## src/rtl/ama_riscv_defines.sv

```systemverilog
// Shared load/store encodings: access widths and RV32I load funct3 values.
// Used by the store byte-mask logic and the load alignment path alike.
package ama_riscv_defines;

   localparam int XLEN  = 32;
   localparam int LANES = 4;

   // funct3[1:0] width field
   localparam logic [1:0] BYTE = 2'd0;
   localparam logic [1:0] HALF = 2'd1;
   localparam logic [1:0] WORD = 2'd2;

   localparam logic [2:0] LB  = 3'b000;
   localparam logic [2:0] LH  = 3'b001;
   localparam logic [2:0] LW  = 3'b010;
   localparam logic [2:0] LBU = 3'b100;
   localparam logic [2:0] LHU = 3'b101;
   localparam logic [2:0] LWU = 3'b110;

   typedef struct packed {
      logic       vld;
      logic [1:0] offset;
      logic [2:0] funct3;
   } ld_stage_t;

   // Access fits in the word only if it does not run past lane 3; LWU is RV64-only.
   function automatic logic ld_illegal(input logic [1:0] offset, input logic [2:0] funct3);
      logic bad;
      bad = 1'b0;
      case (funct3[1:0])
         BYTE:    bad = 1'b0;
         HALF:    bad = (offset == 2'd3);
         WORD:    bad = (offset != 2'd0) || funct3[2];
         default: bad = 1'b1;
      endcase
      return bad;
   endfunction

endpackage

```

## src/rtl/ama_riscv_load_extend.sv

```systemverilog
// Combinational shift and sign/zero extension of a DMEM read word into a
// register-file value, with the same legality table as the store mask.
module ama_riscv_load_extend
   import ama_riscv_defines::*;
(
   input  logic [XLEN-1:0] src,
   input  logic [1:0]      offset,
   input  logic [2:0]      funct3,
   output logic [XLEN-1:0] data,
   output logic            err
);

   logic [XLEN-1:0] shifted;
   logic            uns;

   assign shifted = src >> {offset, 3'b000};
   assign uns     = funct3[2];

   function automatic logic [XLEN-1:0] ext_byte(input logic [7:0] b, input logic u);
      return u ? {24'h0, b} : {{24{b[7]}}, b};
   endfunction

   function automatic logic [XLEN-1:0] ext_half(input logic [15:0] h, input logic u);
      return u ? {16'h0, h} : {{16{h[15]}}, h};
   endfunction

   always_comb begin
      data = '0;
      err  = ld_illegal(offset, funct3);
      if (!err) begin
         case (funct3[1:0])
            BYTE:    data = ext_byte(shifted[7:0], uns);
            HALF:    data = ext_half(shifted[15:0], uns);
            WORD:    data = src;
            default: data = '0;
         endcase
      end
   end

endmodule

```

## src/rtl/ama_riscv_load_align.sv

```systemverilog
// MEM-stage load alignment: captures the load in EX, holds the DMEM word
// across stalls, and produces the aligned/extended writeback value.
module ama_riscv_load_align
   import ama_riscv_defines::*;
(
   input  logic            clk,
   input  logic            rst_n,
   input  logic            req_en,
   input  logic [1:0]      req_offset,
   input  logic [2:0]      req_funct3,
   input  logic            stall,
   input  logic            flush,
   input  logic [XLEN-1:0] mem_rdata,
   output logic            dmem_rd_en,
   output logic            load_valid,
   output logic [XLEN-1:0] load_data,
   output logic            load_err
);

   ld_stage_t       stage_d, stage_q;
   logic            hold_vld_d, hold_vld_q;
   logic [XLEN-1:0] hold_data_d, hold_data_q;
   logic [XLEN-1:0] src;
   logic [XLEN-1:0] ext_data;
   logic            ext_err;

   assign dmem_rd_en = req_en & ~stall;

   always_comb begin
      stage_d = stage_q;
      if (flush) begin
         stage_d.vld = 1'b0;
      end else if (!stall) begin
         stage_d.vld    = req_en;
         stage_d.offset = req_offset;
         stage_d.funct3 = req_funct3;
      end
   end

   // The DMEM output moves once the address changes, so freeze the word
   // seen in the first stalled cycle and serve it until MEM advances.
   always_comb begin
      hold_vld_d  = hold_vld_q;
      hold_data_d = hold_data_q;
      if (flush || !stall) begin
         hold_vld_d = 1'b0;
      end else if (stage_q.vld && !hold_vld_q) begin
         hold_vld_d  = 1'b1;
         hold_data_d = mem_rdata;
      end
   end

   always_ff @(posedge clk or negedge rst_n) begin
      if (!rst_n) begin
         stage_q     <= '0;
         hold_vld_q  <= 1'b0;
         hold_data_q <= '0;
      end else begin
         stage_q     <= stage_d;
         hold_vld_q  <= hold_vld_d;
         hold_data_q <= hold_data_d;
      end
   end

   assign src = hold_vld_q ? hold_data_q : mem_rdata;

   ama_riscv_load_extend u_extend (
      .src    (src),
      .offset (stage_q.offset),
      .funct3 (stage_q.funct3),
      .data   (ext_data),
      .err    (ext_err)
   );

   assign load_valid = stage_q.vld;
   assign load_data  = stage_q.vld ? ext_data : '0;
   assign load_err   = stage_q.vld & ext_err;

endmodule

```

## config.mk

```make
export PLATFORM = sky130hd
export DESIGN_NAME = ama_riscv_load_align
export DESIGN_NICKNAME = d
export VERILOG_FILES = /design/src/rtl/ama_riscv_defines.sv /design/src/rtl/ama_riscv_load_extend.sv /design/src/rtl/ama_riscv_load_align.sv
export SDC_FILE = /design/constraint.sdc
export NUM_CORES = 1
export LEC_CHECK = 0
export ABC_AREA = 0
export CELL_PAD_IN_SITES_DETAIL_PLACEMENT = 1
export CELL_PAD_IN_SITES_GLOBAL_PLACEMENT = 1
export CORE_MARGIN = 10
export CORE_UTILIZATION = 39
export DETAILED_ROUTE_END_ITERATION = 8
export PLACE_DENSITY = 0.91
export SLEW_MARGIN = 20
export SYNTH_ARGS = -nofsm -noshare
export SYNTH_HDL_FRONTEND = slang
export SYNTH_SLANG_ARGS = --single-unit
```

## constraint.sdc

```tcl
create_clock -name clk -period 3.8 [get_ports clk]
set_clock_uncertainty 0.2 [all_clocks]
set_input_delay 0.38 -clock clk [delete_from_list [all_inputs] [get_ports clk]]
set_output_delay 0.38 -clock clk [all_outputs]
set_load 0.02 [all_outputs]
```

==> results of run 1 <==
-- layout make-up --
class                   count  share of cell area [%]
multi-input cells         177                   42.21
well taps                  77                   2.745
inverters                   4                  0.4278
clock buffers               6                   2.068
clock inverters             2                   1.711
flip-flops and latches     39                   27.81
repair buffers             83                   23.03
-- Yosys cell counts --
library cell and n:
clkbuf_1 2, nand3_2 2, nand3_1 16, a21oi_1 11, inv_1 3, o31ai_1 1
mux4_2 1, o211ai_1 1, inv_2 1, nand3_4 1, o31a_1 1, o21ai_0 3
a222oi_1 7, buf_4 1, buf_2 10, nor2_1 5, nor4_4 1, a22o_1 1
buf_6 1, nor2b_1 3, nand2b_1 5, a32oi_1 1, mux2_4 4, and2_1 1
buf_8 1, dfrtp_1 39, o2111ai_2 1, o22ai_1 7, and3_1 1, o21ai_1 1
a2bb2oi_1 7, mux2_2 55, mux2i_1 14, nor3b_1 2, nor3_1 2, nand2_1 22
-- power groups by stage --
stage / clock network (mW) / registers (mW) / logic, mW
after floorplan: 0 / 0.556 / 0.265
after global placement: 0 / 0.574 / 0.388
after detailed placement: 0 / 0.587 / 0.405
after CTS: 0.425 / 0.579 / 0.412
after global routing: 0.446 / 0.593 / 0.441
final: 0.417 / 0.580 / 0.411
-- logic make-up (layout without fill, tap and decap cells) --
kind of cell           after synthesis  in the layout  synth area share (%)
DFF                                 39             39                 38.14
buffers and inverters               19             95                 4.156
muxes                               74             74                 32.91
and+or+nand+nor                     61             61                 12.81
AOI/OAI and AO/OA                   42             42                 11.98
-- path summary, 6_finish.rpt --
kind,startpoint,to,slack [ns]
min in group clk,hold_data_q[16],hold_data_q[16],0.31
setup / recovery,hold_vld_q,load_data[4],0.17
max in group asynchronous,rst_n,hold_data_q[8],2.82
hold / removal,rst_n,load_valid,0.01
setup reg to reg,load_valid,hold_data_q[31],1.87
hold reg to reg,hold_data_q[16],hold_data_q[16],0.31
-- through the flow --
step	power, mW	hold slack (ns)	instances	utilization, %
finish	1.407	0.01214	388	55.27
global route	1.480	0.08185	388	55.27
CTS	1.417	0.03563	388	55.27
detailed placement	0.9925	0.2936	380	53.18
global placement	0.9616	0.2830	380	53.18
floorplan	0.8212	-0.1156	235	-
-- layer usage --
metal	track usage [%]	part of all wire [%]	wire, um
met3	4.458	6.8	603
met5	0	0	0
met1	20.74	40	3555
met4	7.181	2.2	196
met2	29.39	51	4525
-- sequential cells by signal, indices dropped and copies added, names as in the netlist --
signal	flops
hold_data_q	32
hold_vld_q	1
load_valid	1
stage_q	5
==> metrics.md, run 1 <==
| Metric | Value |
|---|---|
| Critical Path End Type | output port |
| Unrepaired setup endpoints after global routing | no |
| Full die area | 0.01020 mm2 |
| Port Buffer Count | 76 |
| Least-Margin Pin Slew | 0.9125 ns |
| Relative slew margins | 39.16% |
| Largest net degree at the start of global routing | 40 |
| # setup viols final | 0 |
| Area after DPL | 0.003377 mm2 |
| Placeable Area | 0.006350 mm2 |
| First-pass GRT wire length | 14.21 mm |
| Max-slew violation count | 0 |
| Starting density of the core | approximately two fifths |
| Die Wd | 101 um |
| Congestion Overflow GR | 0 |
| Setup TNS | 0 ns |
| Final worst path period need | 3.627 ns |
| First-pass DRT Iterations | 4 |
| Setup ws final | 0.1730 ns |
| Sequential fraction of the synthesis area | 38.14% |
| Element type at the critical path start | flip-flop |
| ANT nets after route | 0 |
| Outcome | finished, final reports clean |
| RePlAce Congestion | 0.9398 |
| Final hold violations | 0 |
| Switch Pwr | 0.4123 mW |
| All-Layer GR Usage | around 18% |
| Fill cells | 710 |
| Final Cycle Share | 95.45% |
| Post-CTS Repair Setup Buffers | 0 |
| Mapped Area | 0.002559 mm2 |
| HPWL after detailed placement | approximately 6.6 mm |
| HP Class | input port to asynchronous set/reset pin |
| Antenna violations before repair | 0 |
| Worst-Skew Late Latency | 0.30 ns |
| WP depth | 6 |
| Logic pwr share | between 20% and 30% |
| Multi-input logic area | between 0.001 and 0.0015 mm2 |
| Post-CTS sizing | 0 |
| Max incr delay on CP | 0.59 ns |
| Pre-CTS setup slack | 0.4586 ns |
| Total CTS buffers | 5 |
| Most frequent cells in the layout | clkdlybuf4s50_1, mux2_2, dfrtp_1, nand2_1, nand3_1 |
| Rows | 29 |
| Syn Inst Count | between 200 and 250 |
| Leakage | 1.422 nW |
| Hold Buf Count CTS | 0 |
| Post-route cell area | 0.003510 mm2 |
| Synth top area share | 38.14% |
| Top cells by area, synth | dfrtp_1, mux2_2, mux2i_1, nand2_1, nand3_1 |
| Layout cells sized above 1 | a little over a quarter |
| Pint | approximately 1.0 mW |
| Avg WL per Cell | 22.89 um |
| Clk root buf | clkbuf_8 |
| Post-route DRC violation count | 0 |
| Boundary Pins | between 70 and 80 |
| Crit path kind | flip-flop to output port |
| Worst Path Required | ~3.2 ns |
| DRT Wirelength | 8.880 mm |
| Max-cap viol count | 0 |
| Vias per cell | 5.918 |
| Area growth syn-to-layout | 37.16% |
| Max Freq | 0.2757 GHz |
| Clk buf depth | 2 |
| Clk network pwr share | 29.6% |
| Top delay family on crit path | buffers and inverters |
| Netlist cell types | 36 |
| PwrDens | 401.0 mW/mm2 |
| Post-Syn Area per Cell | 10.89 um2 |
| R2R depth | 4 |
| Slowest CP cell | clkdlybuf4s50_1 |
| Number of global-route vias before repair | 2562 |
| Commonest non-fill, non-tap cell in the layout | clkdlybuf4s50_1 |
| Ant. Diodes | 0 |
| Maximum fanout along the worst path | 28 |
| Net Sw Frac | 29.29% |
| WP buf/inv | 2 |
| Die Height | between 100 and 150 um |
| VDD IR max | 179.7 uV |
| Synth warn | 0 |
| Drt initial violations | 163 |
| Register bit total from synthesis | 39 |
| Clk sinks | 39 |
| Via count | 2296 |
| H-tree levels | 2 |
| Nets | approximately 350 |
| CTS tree | built |
| CP Cell Sequence | buf_4, mux2_2, mux2i_1, a2bb2oi_1, o22ai_1, clkdlybuf4s50_1 |
| FF+latch area | 975.9 um2 |
| Yosys top cell by area | dfrtp_1 |
| CTS clk-pin slew, worst paths | 0.08 ns |
| WP data arrival | 3.05 ns |
| Flop pwr share | roughly two fifths |
| Net Count, Synth | 277 |
No activity file was read; power rests on OpenSTA's default activity.
==> inputs of run 2 (changes only) <==
Settings changed: CORE_UTILIZATION 39 to 42, PLACE_DENSITY 0.91 to 0.92, SYNTH_HIERARCHICAL set to 1.
==> run 2 against run 1 <==
Flip-flop and latch count stayed put; worst hold slack about the same; largest power group is now combinational logic; critical path type unchanged; sequential share of layout area fell by 3.4 points; critical path depth is 2 higher.
==> metrics.md, run 2 <==
| Metric | Value |
|---|---|
| Worst-Skew Late Latency | 0.29 ns (about the same) |
| Post-Syn Area per Cell | 10.94 um2 (+0.46%) |
| Synth warn | 6 (+6) |
| Port Buffer Count | 76 (unchanged) |
| HP Class | input port to asynchronous set/reset pin |
| Final worst path period need | 3.646 ns (+0.01942 ns) |
| Rows | 31 (+6.9%) |
| Congestion Overflow GR | 0 (unchanged) |
| Clk sinks | 39 (unchanged) |
| ANT nets after route | 0 (unchanged) |
| Pre-CTS setup slack | 0.05291 ns (-0.4057 ns) |
| HPWL after detailed placement | 7.125 mm (+8.2%) |
| Avg WL per Cell | 21.11 um (-7.8%) |
| Asr flop ratio synth | 100.0% (unchanged) |
| Yosys top cell by area | dfrtp_1 |
| DRT Wirelength | 9.563 mm (+7.7%) |
| Worst Path Required | 3.22 ns (about the same) |
| Largest Register | hold_data_q |
| Top cells by area, synth | dfrtp_1, mux2_2, mux2_4, and2_1, a21o_1 |
| Number of global-route vias before repair | 2864 (+12%) |
| Max Freq | 0.2742 GHz (-0.53%) |
| Setup ws final | 0.1535 ns (-0.01942 ns) |
| Clk root buf | clkbuf_8 |
| Ant. Diodes | 0 (unchanged) |
| Unrepaired setup endpoints after global routing | no |
| Boundary Pins | 77 (unchanged) |
| Crit path kind | flip-flop to output port |
| Sequential fraction of the synthesis area | 31.53% (-6.6 points) |
| Relative slew margins | 39.26% (+0.098 points) |
| CTS tree | built |
| Synth top area share | 31.53% (-6.6 points) |
| Syn Inst Count | 283 (+20%) |
| Post-route DRC violation count | 0 (unchanged) |
| Drt initial violations | 167 (+2.5%) |
| Max-slew violation count | 0 (unchanged) |
| Max-cap viol count | 0 (unchanged) |
| VDD IR max | 149.9 uV (-17%) |
| Fin Hold WS | 0.01244 ns (+0.0002990 ns) |
| Leakage | 1.811 nW (+27%) |
| Mapped Area | 0.003095 mm2 (+21%) |
| # setup viols final | 0 (unchanged) |
| Final Cycle Share | 95.96% (+0.51 points) |
| Number of flops mapped to enable cells by yosys | 0 (unchanged) |
| PwrDens | 371.6 mW/mm2 (-7.3%) |
| Maximum fanout along the worst path | 14 (-50%) |
| Max reg flops | 32 (unchanged) |
| Die Wd | 105.9 um (+4.8%) |
| First-pass DRT Iterations | 4 (unchanged) |
| H-tree levels | 2 (unchanged) |
| Post-layout util | 55.55% (+0.28 points) |
| Via count | 2491 (+8.5%) |
| RePlAce Congestion | 0.8408 (-11%) |
| Starting density of the core | 42.91% (+2.6 points) |
| Placeable Area | 0.007214 mm2 (+14%) |
| All-Layer GR Usage | 16.73% (-0.78 points) |
| Net Count, Synth | 325 (+17%) |
| Commonest non-fill, non-tap cell in the layout | clkdlybuf4s50_1 |
| Nets | 396 (+13%) |
| Clk buf depth | 2 (unchanged) |
| Most frequent cells in the layout | clkdlybuf4s50_1, mux2_2, dfrtp_1, and2_1, mux2_4 |
| Die Height | 105.9 um (+4.8%) |
| Full die area | 0.01120 mm2 (+9.8%) |
| Antenna violations before repair | 0 (unchanged) |
| Element type at the critical path start | flip-flop |
| First-pass GRT wire length | 15.15 mm (+6.7%) |
| Critical Path End Type | output port |
| CTS clk-pin slew, worst paths | 0.08 ns (about the same) |
| Netlist cell types | 31 (-14%) |
| Final hold violations | 0 (unchanged) |
| Commonest register cell after synthesis | dfrtp_1 |
| Fill cells | 789 (+11%) |
| Area growth syn-to-layout | 29.47% |
| Count leader, synth | mux2_2 |
| Setup TNS | 0 ns (unchanged) |
| Outcome | finished, final reports clean |
| Layout cells sized above 1 | 28.53% (+2.2 points) |
| Total CTS buffers | 5 (unchanged) |
| WP data arrival | 3.07 ns (+0.02 ns) |
| Largest net degree at the start of global routing | 40 (unchanged) |
| Largest registers | hold_data_q x32, stage_q x5 |
| Least-Margin Pin Slew | 0.9111 ns (-0.001472 ns) |
| Commonest cells in the netlist | mux2_2, dfrtp_1, and2_1 |
| Vias per cell | 5.499 (-7.1%) |
| Register bit total from synthesis | 39 (unchanged) |
run 2: cell types whose count changed in the layout (fill, tap and decap cells not counted), sizes merged, moves of 7 or more:
| cell | delta |
|---|---|
| a22oi | +8 |
| and2 | +32 |
| o22ai | -7 |
| nand3 | -19 |
| o221ai | +8 |
| a21o | +24 |
| mux2 | +17 |
| nor2 | +8 |
| a222oi | -7 |
| nand2 | -13 |
run 2: worst max-delay path, stage by stage, from the launching register on:
cell and delay [ns]:
dfrtp_2 0.51, mux2_2 0.42, mux4_2 0.50, nor2_1 0.22, nor4b_4 0.09, buf_12 0.16, a21o_1 0.16, and2_1 0.17
clkdlybuf4s50_1 0.55
run 2: layout make-up:
cell class | count | area [um2] | area share, %
well taps | 99 | 123.9 | 3.091
repair buffers | 88 | 858.3 | 21.42
inverters | 9 | 33.78 | 0.8430
clock inverters | 1 | 5.005 | 0.1249
flip-flops and latches | 39 | 977.2 | 24.38
multi-input cells | 211 | 1927 | 48.08
clock buffers | 6 | 82.58 | 2.061
run 2: per-layer routing:
| layer | GRT usage, % | vias to the layer above | wire length (um) | part of all wire [%] |
|---|---|---|---|---|
| met3 | 3.776 | 20 | 383 | 4.0 |
| met5 | 0 | - | 0 | 0 |
| met2 | 31.05 | 78 | 5113 | 53 |
| met4 | 5.803 | 0 | 244 | 2.6 |
| li1 | - | 1152 | - | - |
| met1 | 18.14 | 1241 | 3822 | 40 |
run 2: kinds of logic after synthesis:
family                 Yosys count  synth area share [%]
AO/OA/AOI/OAI                   57                 13.86
multiplexers                    86                 34.92
AND/OR/NAND/NOR                 68                 12.97
buffers and inverters           33                 6.709
flip-flops                      39                 31.53
run 2: stage by stage:
stage,cell area [um2],power (mW),cells
after detailed placement,3891,1.187,444
final,4008,1.489,453
after global routing,4008,1.568,453
after global placement,3891,1.153,444
after CTS,4006,1.490,453
after floorplan,3095,0.9967,283
run 2: path summary, 6_finish.rpt:
path | slack, ns | cells past startpoint | start | endpoint
hold / removal | 0.01 | 1 | rst_n | hold_data_q[5]
setup reg to reg | 1.73 | 3 | hold_vld_q | hold_data_q[17]
setup / recovery | 0.15 | 8 | hold_vld_q | load_data[21]
min in group clk | 0.31 | 1 | hold_data_q[29] | hold_data_q[29]
hold reg to reg | 0.31 | 1 | hold_data_q[29] | hold_data_q[29]
max in group asynchronous | 2.76 | 1 | rst_n | hold_vld_q
run 2: timing repair:
item,4_1_cts,5_1_grt
cloned,0,0
endpoints found under the setup margin,13,16
resized for setup,0,1
hold buffers,0,0
setup buffers,2,0
run 2: power breakdown:
| group | switching [mW] | leakage (nW) | internal (mW) |
|---|---|---|---|
| combinational | 0.261 | 1.29 | 0.343 |
| clock | 0.147 | 0.0470 | 0.143 |
| sequential | 0.0801 | 0.473 | 0.516 |
==> RTL edit (settings of run 1) <==
Add an input register stage for `req_offset`; this delays it by one clock. The other inputs are not delayed to match.
--- a/src/rtl/ama_riscv_load_align.sv
+++ b/src/rtl/ama_riscv_load_align.sv
@@ -17,6 +17,12 @@
    output logic            load_err
 );
 
+   logic [1:0] req_offset_q;
+
+   always_ff @(posedge clk) begin
+      req_offset_q <= req_offset;
+   end
+
    ld_stage_t       stage_d, stage_q;
    logic            hold_vld_d, hold_vld_q;
    logic [XLEN-1:0] hold_data_d, hold_data_q;
@@ -32,7 +38,7 @@
          stage_d.vld = 1'b0;
       end else if (!stall) begin
          stage_d.vld    = req_en;
-         stage_d.offset = req_offset;
+         stage_d.offset = req_offset_q;
          stage_d.funct3 = req_funct3;
       end
    end
Function: changed (Yosys sat finds a counterexample within 4 cycles, from zero or initial values and one cycle with rst_n low).
==> RTL edit against run 1 <==
Synthesized cell count rose by 0.85%; first-iteration DRC count is 13% higher; sequential power up 3%; synthesized area grew 1.6%; sequential cell count increased by 2; design area is 1.1% higher; worst setup slack better by 0.16 ns; wire length shrank 4.8%; count of clock-buffer cells in the layout up 1; power decreased by 2.3%; largest cell class unchanged; critical path depth unchanged; sequential share of layout area grew 0.82 points.
==> RTL edit: results (changes against run 1) <==
run_status:
  run_status: "finished clean"
power_and_ir_drop:
  leakage_nw: 1.442  # +1.4%
  irDropWorstVdd_uv: 230.0  # +28%
  netSwitchingPower_mw: 0.4051  # -1.7%
synthesis:
  asyncSetResetFlopFracSynth: 0.9512  # -0.04878
  yosys_cell_types: 37  # +2.8%
  yosys-top-cells-area: "sky130_fd_sc_hd__dfrtp_1, sky130_fd_sc_hd__mux2_2, sky130_fd_sc_hd__mux2i_1, sky130_fd_sc_hd__nand2_1, sky130_fd_sc_hd__nand3_1"
  synth_top_cells_by_count: "sky130_fd_sc_hd__mux2_2, sky130_fd_sc_hd__dfrtp_1, sky130_fd_sc_hd__nand2_1, sky130_fd_sc_hd__nand3_1, sky130_fd_sc_hd__mux2i_1"
  syn-num-nets: 279  # +0.72%
  register_area_share_after_synthesis: 0.3909  # +0.009530
clock_tree:
  clock_latency_late_sink_ns: 0.30  # about the same
  clock_path_buffers: 2  # unchanged
  post-cts-setup-buffers: 0  # unchanged
  clock_tree.htree_level_count: 2  # unchanged
  cts-buffers-inserted: 5  # unchanged
sta:
  max-slew-margin-rel: 0.3892  # -0.002491
  fin_worst_hold_slack_ns: 0.008776  # -0.003361 ns
placed_design:
  preCtsSetupSlack_ns: 0.5790  # +0.1204 ns
  place_congestion: 0.8553  # -9.0%
  dpl.hpwl_um: 6347  # -3.6%
critical_path:
  cpPeakStageDelay_ns: 0.62  # +0.03 ns
  reg2reg_slack_ns: 1.80  # -0.07 ns
  rr_endpoint: "hold_data_q[20]"
  timing.critical_path.fanout_max: 16  # -43%
  worstReg2RegStart: "hold_vld_q"
  crit_arrival_ns: 2.89  # -0.16 ns
final_layout:
  fill_cells: 704  # -0.85%
  share_of_final_layout_standard_cells_stronger_than_drive_strength_1: 0.2667  # +0.003001
  reg.largest.list: "hold_data_q (32), stage_q (5), req_offset_q (2)"
  final_nets: 356  # +1.1%
grt:
  groute.usage.overall: 0.1631  # -0.01207
  first_global_vias: 2530  # -1.2%
  grt_pass1_wl_um: 13320  # -6.2%
route:
  first_pass_iters: 5  # +1
  detailedRoute.firstIterationViolations: 184  # +13%
  drt-total-wl_um: 8456  # -4.8%
  routed-via-count: 2236  # -2.6%
-- RTL edit: power by group through the flow --
stage	logic (mW)	clock network [mW]	registers, mW
final	0.409	0.370	0.595
after CTS	0.410	0.376	0.596
after detailed placement	0.405	0	0.604
after global routing	0.439	0.394	0.611
after floorplan	0.265	0	0.579
after global placement	0.391	0	0.593
-- RTL edit: cell type report --
cell class / instances / area (sq um) / share of cell area
inverter: 4 / 15.01 / 0.004231
sequential: 41 / 1016 / 0.2863
tap: 77 / 96.34 / 0.02715
clock buffer: 7 / 86.33 / 0.02433
clock inverter: 1 / 30.03 / 0.008463
timing repair buffer: 85 / 823.3 / 0.2320
multi-input combinational: 177 / 1481 / 0.4175
-- RTL edit: through the flow --
stage | cell area (sq um) | instances
5_1_grt | 3548 | 392
3_3_place_gp | 3432 | 384
3_5_place_dp | 3432 | 384
2_1_floorplan | 2599 | 237
6_report | 3548 | 392
4_1_cts | 3548 | 392
-- RTL edit: kinds of logic after synthesis --
logic type | after synthesis | synth area share
AO/OA/AOI/OAI | 42 | 0.1180
buffers and inverters | 19 | 0.04092
flip-flops | 41 | 0.3910
multiplexers | 74 | 0.3240
AND/OR/NAND/NOR | 61 | 0.1261
-- RTL edit: layer usage --
metal	up-vias	GRT usage	wire [um]	share of wire
met5	-	0	0	0
met4	0	0.05831	181	0.021
met3	14	0.05582	648	0.077
met2	74	0.2744	4119	0.49
met1	1105	0.1885	3506	0.41
li1	1043	-	-	-
-- RTL edit: worst max-delay path by stage --
stage | end | slack (ns)
after floorplan | load_data[21] | 1.46
after global routing | load_data[21] | 0.18
after detailed placement | load_data[21] | 0.58
final | load_data[12] | 0.33
after CTS | load_data[12] | 0.31
after global placement | load_data[20] | 0.68
